`src/rtl/scan_pkg.sv`:
```
// Shared helpers for the scanned display multiplexer: width derivation and
// the inactive (all-ones) anode level.
package scan_pkg;

  // Ceiling log2 for elaboration-time width sizing.
  function automatic int unsigned clog2(input int unsigned v);
    int unsigned r;
    r = 0;
    for (int unsigned p = 1; p < v; p = p << 1) r++;
    return r;
  endfunction

  // Counter/index width for a modulus of n; never narrower than one bit.
  function automatic int unsigned sel_w(input int unsigned n);
    return (clog2(n) < 1) ? 1 : clog2(n);
  endfunction

  // Anode enables are active-low, so a dark digit drives this level.
  localparam logic AN_OFF = 1'b1;

endpackage

```
`src/rtl/scan_mux_tick_gen.sv`:
```
// Slot prescaler: counts 0..DIV-1 while enabled and flags the last cycle.
module tick_gen
  import scan_pkg::*;
#(
  parameter int unsigned DIV  = 50000,
  localparam int unsigned CW  = sel_w(DIV)
) (
  input  logic          clk,
  input  logic          rst_n,
  input  logic          en,
  output logic [CW-1:0] cnt,
  output logic          tick
);

  logic [CW-1:0] cnt_q, cnt_d;

  // Slot end only counts while enabled, so dropping en on that cycle holds everything.
  always_comb begin
    tick  = en && (cnt_q == CW'(DIV - 1));
    cnt_d = cnt_q;
    if (tick)    cnt_d = '0;
    else if (en) cnt_d = cnt_q + 1'b1;
  end

  // Prescaler register.
  always_ff @(posedge clk or negedge rst_n) begin
    if (!rst_n) cnt_q <= '0;
    else        cnt_q <= cnt_d;
  end

  assign cnt = cnt_q;

endmodule

```
`src/rtl/scan_mux.sv`:
```
// Time-multiplexed CH x N selector with internal refresh scanning.
// Optional macro SCAN_MUX_GHOST_BLANK_EN: blank all anodes for the first
// DEAD counts of every slot (anti-ghosting); f is unaffected.
module scan_mux
  import scan_pkg::*;
#(
  parameter int unsigned N     = 4,
  parameter int unsigned CH    = 4,
  parameter int unsigned DIV   = 50000,
  parameter int unsigned DEAD  = 2,
  localparam int unsigned SEL_W = sel_w(CH),
  localparam int unsigned CW    = sel_w(DIV)
) (
  input  logic              clk,
  input  logic              rst_n,
  input  logic              en,
  input  logic [CH*N-1:0]   x,
  input  logic [CH-1:0]     blank_mask,
  output logic [N-1:0]      f,
  output logic [SEL_W-1:0]  sel,
  output logic [CH-1:0]     an,
  output logic              frame_tick
);

  logic [CW-1:0]    cnt;
  logic             slot_end;
  logic [SEL_W-1:0] sel_q, sel_d;
  logic [N-1:0]     f_q, f_d;
  logic [CH-1:0]    an_q, an_d;
  logic             frame_tick_q, frame_tick_d;
  logic             dead;

  tick_gen #(.DIV(DIV)) u_tick (
    .clk   (clk),
    .rst_n (rst_n),
    .en    (en),
    .cnt   (cnt),
    .tick  (slot_end)
  );

`ifdef SCAN_MUX_GHOST_BLANK_EN
  assign dead = (cnt < CW'(DEAD));
`else
  logic unused_cfg;
  assign dead       = 1'b0;
  assign unused_cfg = ^cnt ^ (DEAD != 0);
`endif

  // Channel advance, data pick-up and anode decode; all registered from current sel.
  always_comb begin
    sel_d        = sel_q;
    frame_tick_d = 1'b0;
    if (slot_end) begin
      frame_tick_d = (sel_q == SEL_W'(CH - 1));
      sel_d        = frame_tick_d ? '0 : sel_q + 1'b1;
    end

    // Loop over real channels only, so non-power-of-two CH never indexes past x.
    f_d  = '0;
    an_d = {CH{AN_OFF}};
    for (int unsigned k = 0; k < CH; k++) begin
      if (sel_q == SEL_W'(k)) f_d = x[k*N +: N];
      an_d[k] = (sel_q != SEL_W'(k)) || blank_mask[k];
    end
    if (!en || dead) an_d = {CH{AN_OFF}};
  end

  // Output and scan-state registers.
  always_ff @(posedge clk or negedge rst_n) begin
    if (!rst_n) begin
      sel_q        <= '0;
      f_q          <= '0;
      an_q         <= {CH{AN_OFF}};
      frame_tick_q <= 1'b0;
    end else begin
      sel_q        <= sel_d;
      f_q          <= f_d;
      an_q         <= an_d;
      frame_tick_q <= frame_tick_d;
    end
  end

  assign f          = f_q;
  assign sel        = sel_q;
  assign an         = an_q;
  assign frame_tick = frame_tick_q;

endmodule

```
`config.mk`:
```
export PLATFORM = sky130hd
export DESIGN_NAME = scan_mux
export DESIGN_NICKNAME = d
export VERILOG_FILES = /design/src/rtl/scan_pkg.sv /design/src/rtl/scan_mux_tick_gen.sv /design/src/rtl/scan_mux.sv
export SDC_FILE = /design/constraint.sdc
export NUM_CORES = 1
export LEC_CHECK = 0
export ABC_AREA = 0
export ABC_CLOCK_PERIOD_IN_PS = 1800
export BUFFER_PORTS_ARGS = -buffer_cell sky130_fd_sc_hd__buf_2
export CAP_MARGIN = 20
export CELL_PAD_IN_SITES_DETAIL_PLACEMENT = 0
export CELL_PAD_IN_SITES_GLOBAL_PLACEMENT = 1
export CORE_ASPECT_RATIO = 1.4
export CORE_UTILIZATION = 30
export DETAILED_ROUTE_END_ITERATION = 8
export PLACE_DENSITY = 0.58
export SYNTH_ARGS = -nofsm -noshare
export SYNTH_HDL_FRONTEND = slang
export SYNTH_SLANG_ARGS = --single-unit
```
`constraint.sdc`:
```
create_clock -name clk -period 1.8 [get_ports clk]
set_input_delay 0.09 -clock clk [delete_from_list [all_inputs] [get_ports clk]]
set_output_delay 0.09 -clock clk [all_outputs]
set_load 0.03 [all_outputs]
```
Word level (Yosys, flattened, before mapping) --
Cells that the tools add are included.
Storage, ports and cells: input bits 23, bits in registers 27, word-level logic and storage cells 31, output and inout bits 11
Operators by class: add/sub/neg operators 2, reductions and logical operators 8, equal/unequal tests 7, multiplexer cells 9
Operators with widths (count):
- 16-bit two-way mux | 2
- 4-bit two-way mux | 5
- 16-bit by 1-bit adder with 16-bit output, second input constant | 1
- 16-bit equality test, second input constant | 1
- 2-bit equality test, second input constant | 2
- 1-bit logical OR | 4
- 2-bit inequality test, second input constant | 2
- 2-bit nonzero test | 2
- 2-bit by 1-bit adder with 2-bit output, second input constant | 1
- 2-bit by 1-bit equality test with 1-bit output, second input constant | 1
- 2-bit zero test | 1
- 2-bit two-way mux | 1
- 2-bit by 1-bit inequality test with 1-bit output, second input constant | 1
- 1-bit logical AND | 1
- 1-bit two-way mux | 1

Depth between registers and ports, before layout --
Gate-level depths: netlist of the first run.
word-level depth 5, mapped depth 7, depth with buffers taken out 5

Hierarchy --
Synthesis of the first run repeated with hierarchy kept, for this count alone.
Second synthesis, totals: cells, all modules 120, area total of the unflattened synthesis 1296.2 um^2
By module, submodules not included:
- tick_gen | area an instance 795.8 um^2, sequential area each 400.4 um^2, cells an instance 76, times used 1
- scan_mux | area an instance 500.5 um^2, sequential area each 280.3 um^2, cells an instance 44, times used 1

Worst setup path before layout of the first run --
No wires, ideal clock.
path type flip-flop to flip-flop, from register sel_q[0], in the netlist sel[0], to register f_q[0], in the netlist f[0], stages on the path, launching flop included 6, arrival time 1.345 ns, buffers on the path 0, required time 1.666 ns, setup time 0.134 ns, period minus slack after synthesis 1.479 ns, slack 0.321 ns, cells stage by stage dfrtp_1 > inv_1 > ha_1 > nor2b_1 > a221oi_1 > o31ai_1
Between the ends: longest elaborated chain between the ends 5, elaborated cells between the ends (all ways) 8, those cells by class 3 x eq/ne; 4 x mux; 1 x reduce/logical
RTL lines:
- start: declaration | RTL line scan_mux.sv:27 | logic [SEL_W-1:0] sel_q, sel_d;
- start signal: assignment | RTL line scan_mux.sv:76 | sel_q <= sel_d;
- 2-bit zero test | RTL line scan_mux.sv:62 | if (sel_q == SEL_W'(k)) f_d = x[k*N +: N];
- 4-bit two-way mux (3 in series) | RTL line scan_mux.sv:62
- 4-bit two-way mux (*) | RTL line scan_mux.sv:62
- net f_d[0] | RTL line scan_mux.sv:28 | logic [N-1:0] f_q, f_d;
- end signal: assignment | RTL line scan_mux.sv:72 | f_q <= '0;
- end signal: assignment | RTL line scan_mux.sv:77 | f_q <= f_d;
- end: declaration | RTL line scan_mux.sv:28
The timed path passes the listed nets; every way through them passes the cells marked *. A chain may end at the register's enable or synchronous reset.

Final worst setup path of the first run --
from register sel_q[0], in the netlist sel[0], to register f_q[1], in the netlist f[1]
Same word-level chain as after synthesis.

==> results of run 1 <==
[per-layer routing]
layer	track usage, %	vias to the layer above
met5	0	-
met4	4.29	0
met3	1.94	2
met2	17.9	16
met1	17.7	479
li1	-	483
[report_power, final]
part           internal, mW  total [mW]  switching, mW
clock network         0.155       0.346          0.191
registers             0.685       0.768         0.0830
logic                 0.106       0.207          0.102
[what timing repair did]
action / in CTS / in global routing
hold endpoints to repair: 25 / 0
hold buffers: 3 / 0
resized for setup: 0 / 0
[worst max-delay path by stage]
stage                                 to  slack (ps)  depth (start not counted)
final                     f[1]$_DFF_PN0_         220                          5
after detailed placement  f[1]$_DFF_PN0_         240                          5
after global placement    f[1]$_DFF_PN0_         290                          5
after global routing      f[1]$_DFF_PN0_         110                          5
after CTS                 f[1]$_DFF_PN0_         200                          5
after floorplan           f[0]$_DFF_PN0_         320                          5
[cell usage after synthesis]
cell / number / share of area [%]
a221oi_1: 4 / 2.7
and2_1: 2 / 0.96
and3_1: 2 / 0.96
and4_1: 4 / 2.7
and4_4: 1 / 0.87
buf_4: 2 / 1.2
buf_6: 1 / 0.87
clkbuf_1: 2 / 0.58
dfrtp_1: 23 / 44
dfstp_2: 4 / 8.1
ha_1: 5 / 4.8
inv_1: 3 / 0.87
mux2_2: 1 / 0.87
mux2i_1: 2 / 1.5
nand2_1: 11 / 3.2
nand2b_1: 2 / 0.96
nand3_1: 3 / 1.2
nand3b_1: 4 / 2.3
nand4_1: 4 / 1.9
nor2_1: 8 / 2.3
nor2b_1: 5 / 2.4
nor3_2: 1 / 0.77
nor4b_1: 1 / 0.67
nor4bb_1: 2 / 1.5
o21ai_0: 2 / 0.77
o22ai_1: 1 / 0.48
o31ai_1: 4 / 2.3
xnor2_1: 4 / 2.7
xor2_1: 8 / 5.4
[flip-flops by register name, summed over array words and instances, names as in the netlist]
register	flops
frame_tick	1
an	4
sel	2
u_tick.cnt	16
f	4
[metrics by stage]
stage,area (um^2),cells,power (mW)
after global routing,1580,198,1.42
after global placement,1500,191,0.978
after floorplan,1300,116,0.902
final,1580,198,1.32
after detailed placement,1500,191,0.985
after CTS,1580,198,1.34
[logic make-up (layout without fill, tap and decap cells)]
family,after synthesis,in the layout
simple gates,50,50
flops,27,27
xor+xnor,12,12
compound gates,11,11
buf+inv,8,45
fa+ha+maj,5,5
mux,3,3
[area by class of cell]
class                      count  share of cell area, %
tap                           45                   3.56
inverter                       3                  0.713
clock inverter                 1                  0.317
multi-input combinational     81                   36.4
clock buffer                   3                   2.61
timing repair buffer          38                   13.3
sequential                    27                   43.1
==> flow_metrics.env, run 1 <==
export IMPL_arrival_ps=1730
export IMPL_hold_viol=0
export IMPL_fmax_ghz=0.634
export IMPL_finalCritPeriodShare_pct=87.7
export IMPL_pre_cts_ws_ps=239
export IMPL_max_cap_viol_count=0
export IMPL_ios=34
export IMPL_clkTransAtPathRegs_ps=100
export IMPL_remaining_drc_errors=1
export IMPL_fillCellCount=424
export IMPL_synthesis_nets=144
export IMPL_crit_fanout=5
export IMPL_clkSinkCount=27
export IMPL_grt_pass1_vias=848
export IMPL_grt_usage_pct=12.1
export IMPL_final_common_cell="buf_2"
export IMPL_wl_met3_um=55
export IMPL_fin_ws_ps=222
export IMPL_critPathSlowestCell="dfrtp_1"
export IMPL_syn_instance_count=116
export IMPL_p_leak_nw=0.765
export IMPL_cp_required_ps=1960
export IMPL_ctsHtreeMaxLevel=1
export IMPL_routedWlPerCell_um=13.8
export IMPL_dr_pass1_iters=6
export IMPL_synth_xor_area_share_pct=8.08
export IMPL_crit_type="reg -> reg"
export IMPL_rsz0062_at_grt="no"
export IMPL_clk_path_buf_depth=2
export IMPL_synth_area_mm2=0.00130
export IMPL_wirelength_mm=2.73
export IMPL_hold_slack_ps=17.8
export IMPL_hold_end="an[2]$_DFF_PN1_"
export IMPL_slew_violations=0
export IMPL_yosys_area_share_simple_pct=22.7
export IMPL_die_h_um=79.9
export IMPL_ys_seq_elements=27
export IMPL_layout_common_cells="33 x buf_2, 23 x dfrtp_1, 11 x nand2_1, 8 x xor2_1, 8 x nor2_1"
export IMPL_crit_start="sel[0]$_DFFE_PN0P_"
export IMPL_clock_skew_ps=15.9
export IMPL_seq_area_um2=681
export IMPL_num_rows=28
export IMPL_grt_max_degree=28
export IMPL_cp_num_buf_inv=1
export IMPL_ant_nets=0
export IMPL_grt_overflow=0
export IMPL_cts_setup_buffers=0
export IMPL_violations="DRC"
export IMPL_dr_first_iter_drc_count=34
export IMPL_placement_io_buffers=33
export IMPL_finalWeightedCongestion=0.713
export IMPL_core_area_mm2=0.00420
export IMPL_ys_warn_count=0
export IMPL_postSynthAreaPerCell_um2=11.2
export IMPL_powerDensity_mw_per_mm2=836
export IMPL_grt_first_pass_wirelength_mm=4.24
export IMPL_nets=182
export IMPL_die_w_um=57.7
export IMPL_die_area_mm2=0.00461
export IMPL_critPathLaunchType="flip-flop"
export IMPL_multiInputGateArea_um2=576
export IMPL_num_vias=980
export IMPL_cts_made_buffers=3
export IMPL_setup_tns_ps=0
export IMPL_yosysUniqueCellTypes=29
export IMPL_antenna_cells=0
export IMPL_root_buffer="clkbuf_8"
export IMPL_outcome="complete, but fails checks"
export IMPL_cp_end_kind="flip-flop"
export IMPL_crit_path_cell_trace="inv_1 > ha_1 > nor2b_1 > a221oi_1 > o31ai_1"
export IMPL_routed_via_density=4.95
export IMPL_dp_hpwl_mm=2.01
export IMPL_reg2reg_slack_ps=220
export IMPL_holdCritStartpoint="blank_mask[2]"
export IMPL_path_delay_family="flip-flops"
export IMPL_wl_met1_mm=1.31
export IMPL_r2r_end="f[1]$_DFF_PN0_"
export IMPL_antenna_found_initial=0
export IMPL_synth_top_family_by_area="simple AND/OR/NAND/NOR gates"
export IMPL_yosysSeqAreaShare_pct=52.3
export IMPL_syn2layout_area_growth_pct=21.4
export IMPL_reg2reg_from="sel[0]$_DFFE_PN0P_"
export IMPL_irDropWorstVdd_v=0.000338
export IMPL_synth_compound_area_share_pct=6.25
export IMPL_synth_mux_area_fraction_pct=2.40
export IMPL_holdPathStages=2
export IMPL_drive_gt1_share_pct=30.1
export IMPL_synth_fa_ha_area_share_pct=4.81
export IMPL_top_layer_used="met4"
export IMPL_cts_tree="done"
export IMPL_clkLatencyLatePin_ps=280
export IMPL_initial_utilization_pct=31.0
export IMPL_relSlewSlack_pct=59.1
export IMPL_hp_class="in -> reg"
export IMPL_utilization_pct=37.6
export IMPL_worstMarginPinSlew_ps=614
export IMPL_setup_viol=0
export IMPL_dr_wl_met2_mm=1.34
export IMPL_slowest_delay_ps=440
export IMPL_period_needed_ps=1580
export IMPL_reg2reg_depth=5
No activity file was read; power rests on OpenSTA's default activity.
==> run 2: changes to the inputs <==
PLACE_DENSITY = 0.59   (was 0.58)
SYNTH_HIERARCHICAL = 1   (was unset)
==> flow_metrics.env, run 2 <==
export IMPL_outcome="finished, final reports clean"
export IMPL_yosys_area_top_type="dfrtp_1"
export IMPL_drive_gt1_share_pct=38.8
export IMPL_clkTransAtPathRegs_ps=90
export IMPL_arrival_ps=1930
export IMPL_antenna_cells=0
export IMPL_utilization_pct=43.5
export IMPL_crit_type="reg -> reg"
export IMPL_clk_path_buf_depth=2
export IMPL_period_needed_ps=1770
export IMPL_dr_pass1_iters=4
export IMPL_clkSinkCount=27
export IMPL_ant_nets=0
export IMPL_num_vias=1075
export IMPL_irDropWorstVdd_v=0.000536
export IMPL_final_common_cell="buf_2"
export IMPL_cp_required_ps=1970
export IMPL_syn2layout_area_growth_pct=34.8
export IMPL_setup_viol=0
export IMPL_clkLatencyLatePin_ps=270
export IMPL_postLayoutCellArea_mm2=0.00175
export IMPL_wirelength_mm=3.08
export IMPL_setup_tns_ps=0
export IMPL_cp_end_kind="flip-flop"
export IMPL_cts_tree="done"
export IMPL_holdCritStartpoint="blank_mask[3]"
export IMPL_placement_io_buffers=33
export IMPL_cts_made_buffers=3
export IMPL_synth_edf_count=0
export IMPL_reg2reg_from="u_tick/cnt[5]$_DFFE_PN0P_"
export IMPL_routedWlPerCell_um=13.9
export IMPL_synthesis_nets=148
export IMPL_remaining_drc_errors=0
export IMPL_synth_flop_cell="dfrtp_1"
export IMPL_pwr_share_seq_pct=55.4
export IMPL_yosysUniqueCellTypes=32
export IMPL_root_buffer="clkbuf_8"
export IMPL_postSynthAreaPerCell_um2=10.8
export IMPL_grt_pass1_vias=1159
export IMPL_finalWeightedCongestion=0.718
export IMPL_ys_warn_count=6
export IMPL_worstMarginPinSlew_ps=612
export IMPL_die_w_um=57.6
export IMPL_power_frac_clock_pct=26.0
export IMPL_grt_overflow=0
export IMPL_layout_common_cells="33 x buf_2, 22 x dfrtp_1, 20 x buf_4, 10 x nor2_1, 8 x nand2_1"
export IMPL_grt_usage_pct=14.9
export IMPL_swShare_pct=27.8
export IMPL_dr_first_iter_drc_count=29
export IMPL_nets=207
export IMPL_finalCritPeriodShare_pct=98.2
export IMPL_critPathLaunchType="flip-flop"
export IMPL_yosysSeqAreaShare_pct=52.5
export IMPL_max_cap_viol_count=0
export IMPL_p_int_mw=0.951
export IMPL_syn_instance_count=120
export IMPL_ios=34
export IMPL_die_area_mm2=0.00459
export IMPL_ys_seq_elements=27
export IMPL_synth_top_cells_by_area="dfrtp_1 44%, dfstp_2 8.1%, ha_1 4.8%, xnor2_1 4.7%, nand3b_1 3.5%"
export IMPL_relSlewSlack_pct=59.2
export IMPL_place_area_mm2=0.00163
export IMPL_clock_skew_ps=6.12
export IMPL_ctsHtreeMaxLevel=1
export IMPL_dp_hpwl_mm=2.30
export IMPL_hp_class="in -> reg"
export IMPL_largest_register_ffs=16
export IMPL_core_area_mm2=0.00402
export IMPL_hold_viol=0
export IMPL_synth_async_reset_ratio_pct=100
export IMPL_slew_violations=0
export IMPL_crit_start="u_tick/cnt[5]$_DFFE_PN0P_"
export IMPL_num_rows=27
export IMPL_initial_utilization_pct=32.2
export IMPL_synth_common_cells="23 x dfrtp_1, 10 x nor2_1, 8 x nand2_1"
export IMPL_synthDominantCellAreaShare_pct=44.4
export IMPL_routed_via_density=4.86
export IMPL_fmax_ghz=0.566
export IMPL_power_switching_mw=0.365
export IMPL_die_h_um=79.8
export IMPL_antenna_found_initial=0
export IMPL_combPwrFrac_pct=18.6
export IMPL_rsz0062_at_grt="yes"
export IMPL_synth_most_common_cell="dfrtp_1"
export IMPL_synth_area_mm2=0.00130
export IMPL_crit_fanout=10
export IMPL_grt_max_degree=28
export IMPL_total_power_mw=1.32
export IMPL_grt_first_pass_wirelength_mm=5.31
export IMPL_powerDensity_mw_per_mm2=753
export IMPL_p_leak_nw=0.821
run 2: worst paths after layout:
path                       cells after the start  slack, ps                          to
setup / recovery                               5         30   u_tick/cnt[9]$_DFFE_PN0P_
hold / removal                                 2          9             an[3]$_DFF_PN1_
setup reg to reg                               5         30   u_tick/cnt[9]$_DFFE_PN0P_
hold reg to reg                                1        480  u_tick/cnt[15]$_DFFE_PN0P_
max in group asynchronous                      2       1000   u_tick/cnt[6]$_DFFE_PN0P_
min in group asynchronous                      2        360   u_tick/cnt[7]$_DFFE_PN0P_
run 2: kinds of logic (layout without fill, tap and decap cells):
kind of cell               after synthesis  count (layout)  synth area share [%]
and+or+nand+nor                         50              50                  23.2
DFF                                     27              27                  52.5
AOI/OAI and AO/OA                       17              17                  8.20
xor gates and xnor gates                12              12                  8.11
buffers and inverters                    8              66                  2.41
adders and majority gates                5               5                  4.83
muxes                                    1               1                 0.772
run 2: stage by stage:
stage          instances  setup WS [ps]  hold WS, ps
3_3_place_gp         209           21.3          140
2_1_floorplan        120          -45.7         -206
4_1_cts              220         -0.804         4.63
3_5_place_dp         209           13.8          140
5_1_grt              221          -33.1        0.711
6_report             221           32.7         9.39
run 2: cell type report:
class | count | area [um^2]
Tap cell | 43 | 53.8
Timing Repair Buffer | 55 | 345
Sequential cell | 27 | 682
Clock buffer | 4 | 45.0
Inverter | 7 | 26.3
Multi-Input combinational cell | 85 | 596
Fill cell | 409 | 2270
run 2: what timing repair did:
action,4_1_cts,5_1_grt
setup endpoints to repair,1,7
hold endpoints to repair,23,0
buffers inserted,6,1
pin swaps,1,1
gates cloned,0,0
hold buffers,1,0
resized for setup,0,4
run 2: layer usage:
layer	up-vias	share of wire (%)	track usage, %
met5	-	0	0
met4	0	0.55	4.15
met3	2	3.2	2.92
met2	20	50	25.0
met1	515	46	19.3
li1	538	-	-
run 2: power by group through the flow:
| stage | combinational [mW] | clock (mW) | sequential (mW) |
|---|---|---|---|
| 5_1_grt | 0.272 | 0.378 | 0.738 |
| 2_1_floorplan | 0.0974 | 0 | 0.747 |
| 6_report | 0.245 | 0.343 | 0.729 |
| 4_1_cts | 0.245 | 0.357 | 0.727 |
| 3_5_place_dp | 0.218 | 0 | 0.747 |
| 3_3_place_gp | 0.214 | 0 | 0.742 |
run 2: worst max-delay path: stages (launching register included):
cell	delay (ps)
dfrtp_1	390
or4bb_1	550
nor4_4	330
buf_12	160
o21ai_2	50
a22o_1	180
==> run 3: changes to the inputs <==
CORE_ASPECT_RATIO = 0.9   (was 1.4)
SLEW_MARGIN = 20   (was unset)
==> flow_metrics.env, run 3 (synthesis results as in run 2) <==
export IMPL_p_leak_nw=0.805
export IMPL_worst_path_stages=5
export IMPL_antenna_cells=0
export IMPL_violations="DRC"
export IMPL_syn2layout_area_growth_pct=33.0
export IMPL_seq_area_um2=682
export IMPL_hold_viol=0
export IMPL_slowest_delay_ps=510
export IMPL_cts_made_buffers=3
export IMPL_drive_gt1_share_pct=37.5
export IMPL_top_layer_used="met4"
export IMPL_wl_met3_um=72
export IMPL_critPathSlowestCell="or4b_4"
export IMPL_critPathLaunchType="flip-flop"
export IMPL_finalWeightedCongestion=0.764
export IMPL_finalCritPeriodShare_pct=97.7
export IMPL_setup_viol=0
export IMPL_grt_first_pass_wirelength_mm=4.91
export IMPL_dr_wl_met2_mm=1.39
export IMPL_nets=205
export IMPL_utilization_pct=42.0
export IMPL_cp_end_kind="flip-flop"
export IMPL_routed_via_density=4.74
export IMPL_cts_tree="done"
export IMPL_total_power_mw=1.33
export IMPL_dp_hpwl_mm=2.29
export IMPL_clkLatencyLatePin_ps=270
export IMPL_initial_utilization_pct=31.6
export IMPL_grt_usage_pct=13.8
export IMPL_grt_pass1_vias=1036
export IMPL_crit_type="reg -> reg"
export IMPL_irDropWorstVdd_v=0.000598
export IMPL_clk_path_buf_depth=2
export IMPL_grt_overflow=0
export IMPL_reg2reg_slack_ps=40
export IMPL_reg2reg_depth=5
export IMPL_ctsHtreeMaxLevel=1
export IMPL_powerDensity_mw_per_mm2=773
export IMPL_power_switching_mw=0.369
export IMPL_arrival_ps=1930
export IMPL_wl_met1_mm=1.53
export IMPL_outcome="complete, but fails checks"
export IMPL_dr_pass1_iters=6
export IMPL_holdPathStages=2
export IMPL_die_w_um=71.3
export IMPL_clkSinkCount=27
export IMPL_rsz0062_at_grt="yes"
export IMPL_hp_class="in -> reg"
export IMPL_wirelength_mm=3.02
export IMPL_power_frac_clock_pct=25.7
export IMPL_ant_nets=0
export IMPL_root_buffer="clkbuf_8"
export IMPL_placement_io_buffers=33
export IMPL_fmax_ghz=0.569
export IMPL_num_rows=22
export IMPL_dr_first_iter_drc_count=55
export IMPL_ios=34
export IMPL_max_cap_viol_count=0
export IMPL_multiInputGateArea_um2=593
export IMPL_clock_skew_ps=6.14
export IMPL_crit_path_cell_trace="or4b_4 > nor4_4 > buf_4 > o21ai_2 > a22o_1"
export IMPL_worstMarginPinSlew_ps=613
export IMPL_swShare_pct=27.7
export IMPL_core_area_mm2=0.00410
export IMPL_path_delay_family="simple AND/OR/NAND/NOR gates"
export IMPL_cp_required_ps=1970
export IMPL_die_area_mm2=0.00459
export IMPL_routedWlPerCell_um=13.5
export IMPL_p_int_mw=0.963
export IMPL_combPwrFrac_pct=20.3
export IMPL_grt_max_degree=28
export IMPL_relSlewSlack_pct=59.1
export IMPL_slew_violations=0
export IMPL_period_needed_ps=1760
export IMPL_layout_common_cells="33 x buf_2, 22 x dfrtp_1, 19 x buf_4, 10 x nor2_1, 8 x nand2_1"
export IMPL_cp_num_buf_inv=1
export IMPL_remaining_drc_errors=1
export IMPL_fillCellCount=404
export IMPL_clkTransAtPathRegs_ps=90
export IMPL_crit_fanout=5
export IMPL_pwr_share_seq_pct=54.0
export IMPL_antenna_found_initial=0
export IMPL_die_h_um=64.4
export IMPL_num_vias=1061
export IMPL_largest_register_ffs=16
export IMPL_final_common_cell="buf_2"
-- run 3: power groups by stage --
stage	sequential, mW	combinational [mW]	clock [mW]
3_5_place_dp	0.735	0.247	0
4_1_cts	0.724	0.250	0.361
5_1_grt	0.728	0.299	0.383
6_report	0.719	0.271	0.343
2_1_floorplan	0.747	0.0974	0
3_3_place_gp	0.732	0.243	0
-- run 3: final cells by class --
type	count	share of cell area, %
clock buffers	4	2.61
flip-flops and latches	27	39.6
inverters	7	1.52
repair buffers	53	18.4
well taps	48	3.48
multi-input cells	85	34.4
-- run 3: per-layer routing --
layer	track usage, %	vias to the layer above
li1	-	539
met3	3.47	2
met5	0	-
met1	18.7	508
met2	22.1	12
met4	3.00	0
-- run 3: path summary, 6_finish.rpt --
kind,end,from
setup / recovery,u_tick/cnt[9]$_DFFE_PN0P_,u_tick/cnt[11]$_DFFE_PN0P_
hold / removal,an[2]$_DFF_PN1_,blank_mask[2]
setup reg to reg,u_tick/cnt[9]$_DFFE_PN0P_,u_tick/cnt[11]$_DFFE_PN0P_
hold reg to reg,u_tick/cnt[15]$_DFFE_PN0P_,u_tick/cnt[15]$_DFFE_PN0P_
max in group asynchronous,u_tick/cnt[11]$_DFFE_PN0P_,rst_n
min in group asynchronous,f[3]$_DFF_PN0_,rst_n
-- run 3: repair_timing --
action | in CTS | in global routing
resized for setup | 0 | 3
hold buffers | 1 | 0
endpoints found under the hold margin | 23 | 0
endpoints found under the setup margin | 0 | 3
buffers inserted | 0 | 5
-- run 3: through the flow --
step | setup WS (ps) | setup TNS, ps | hold WS, ps | instances | instance area [um^2]
finish | 41.1 | 0 | 18.1 | 224 | 1720
global route | -12.1 | -18.4 | 25.6 | 224 | 1720
CTS | 25.9 | 0 | 12.7 | 219 | 1680
detailed placement | 43.0 | 0 | 142 | 214 | 1620
global placement | 70.3 | 0 | 132 | 214 | 1620
floorplan | -45.7 | -100 | -206 | 120 | 1300
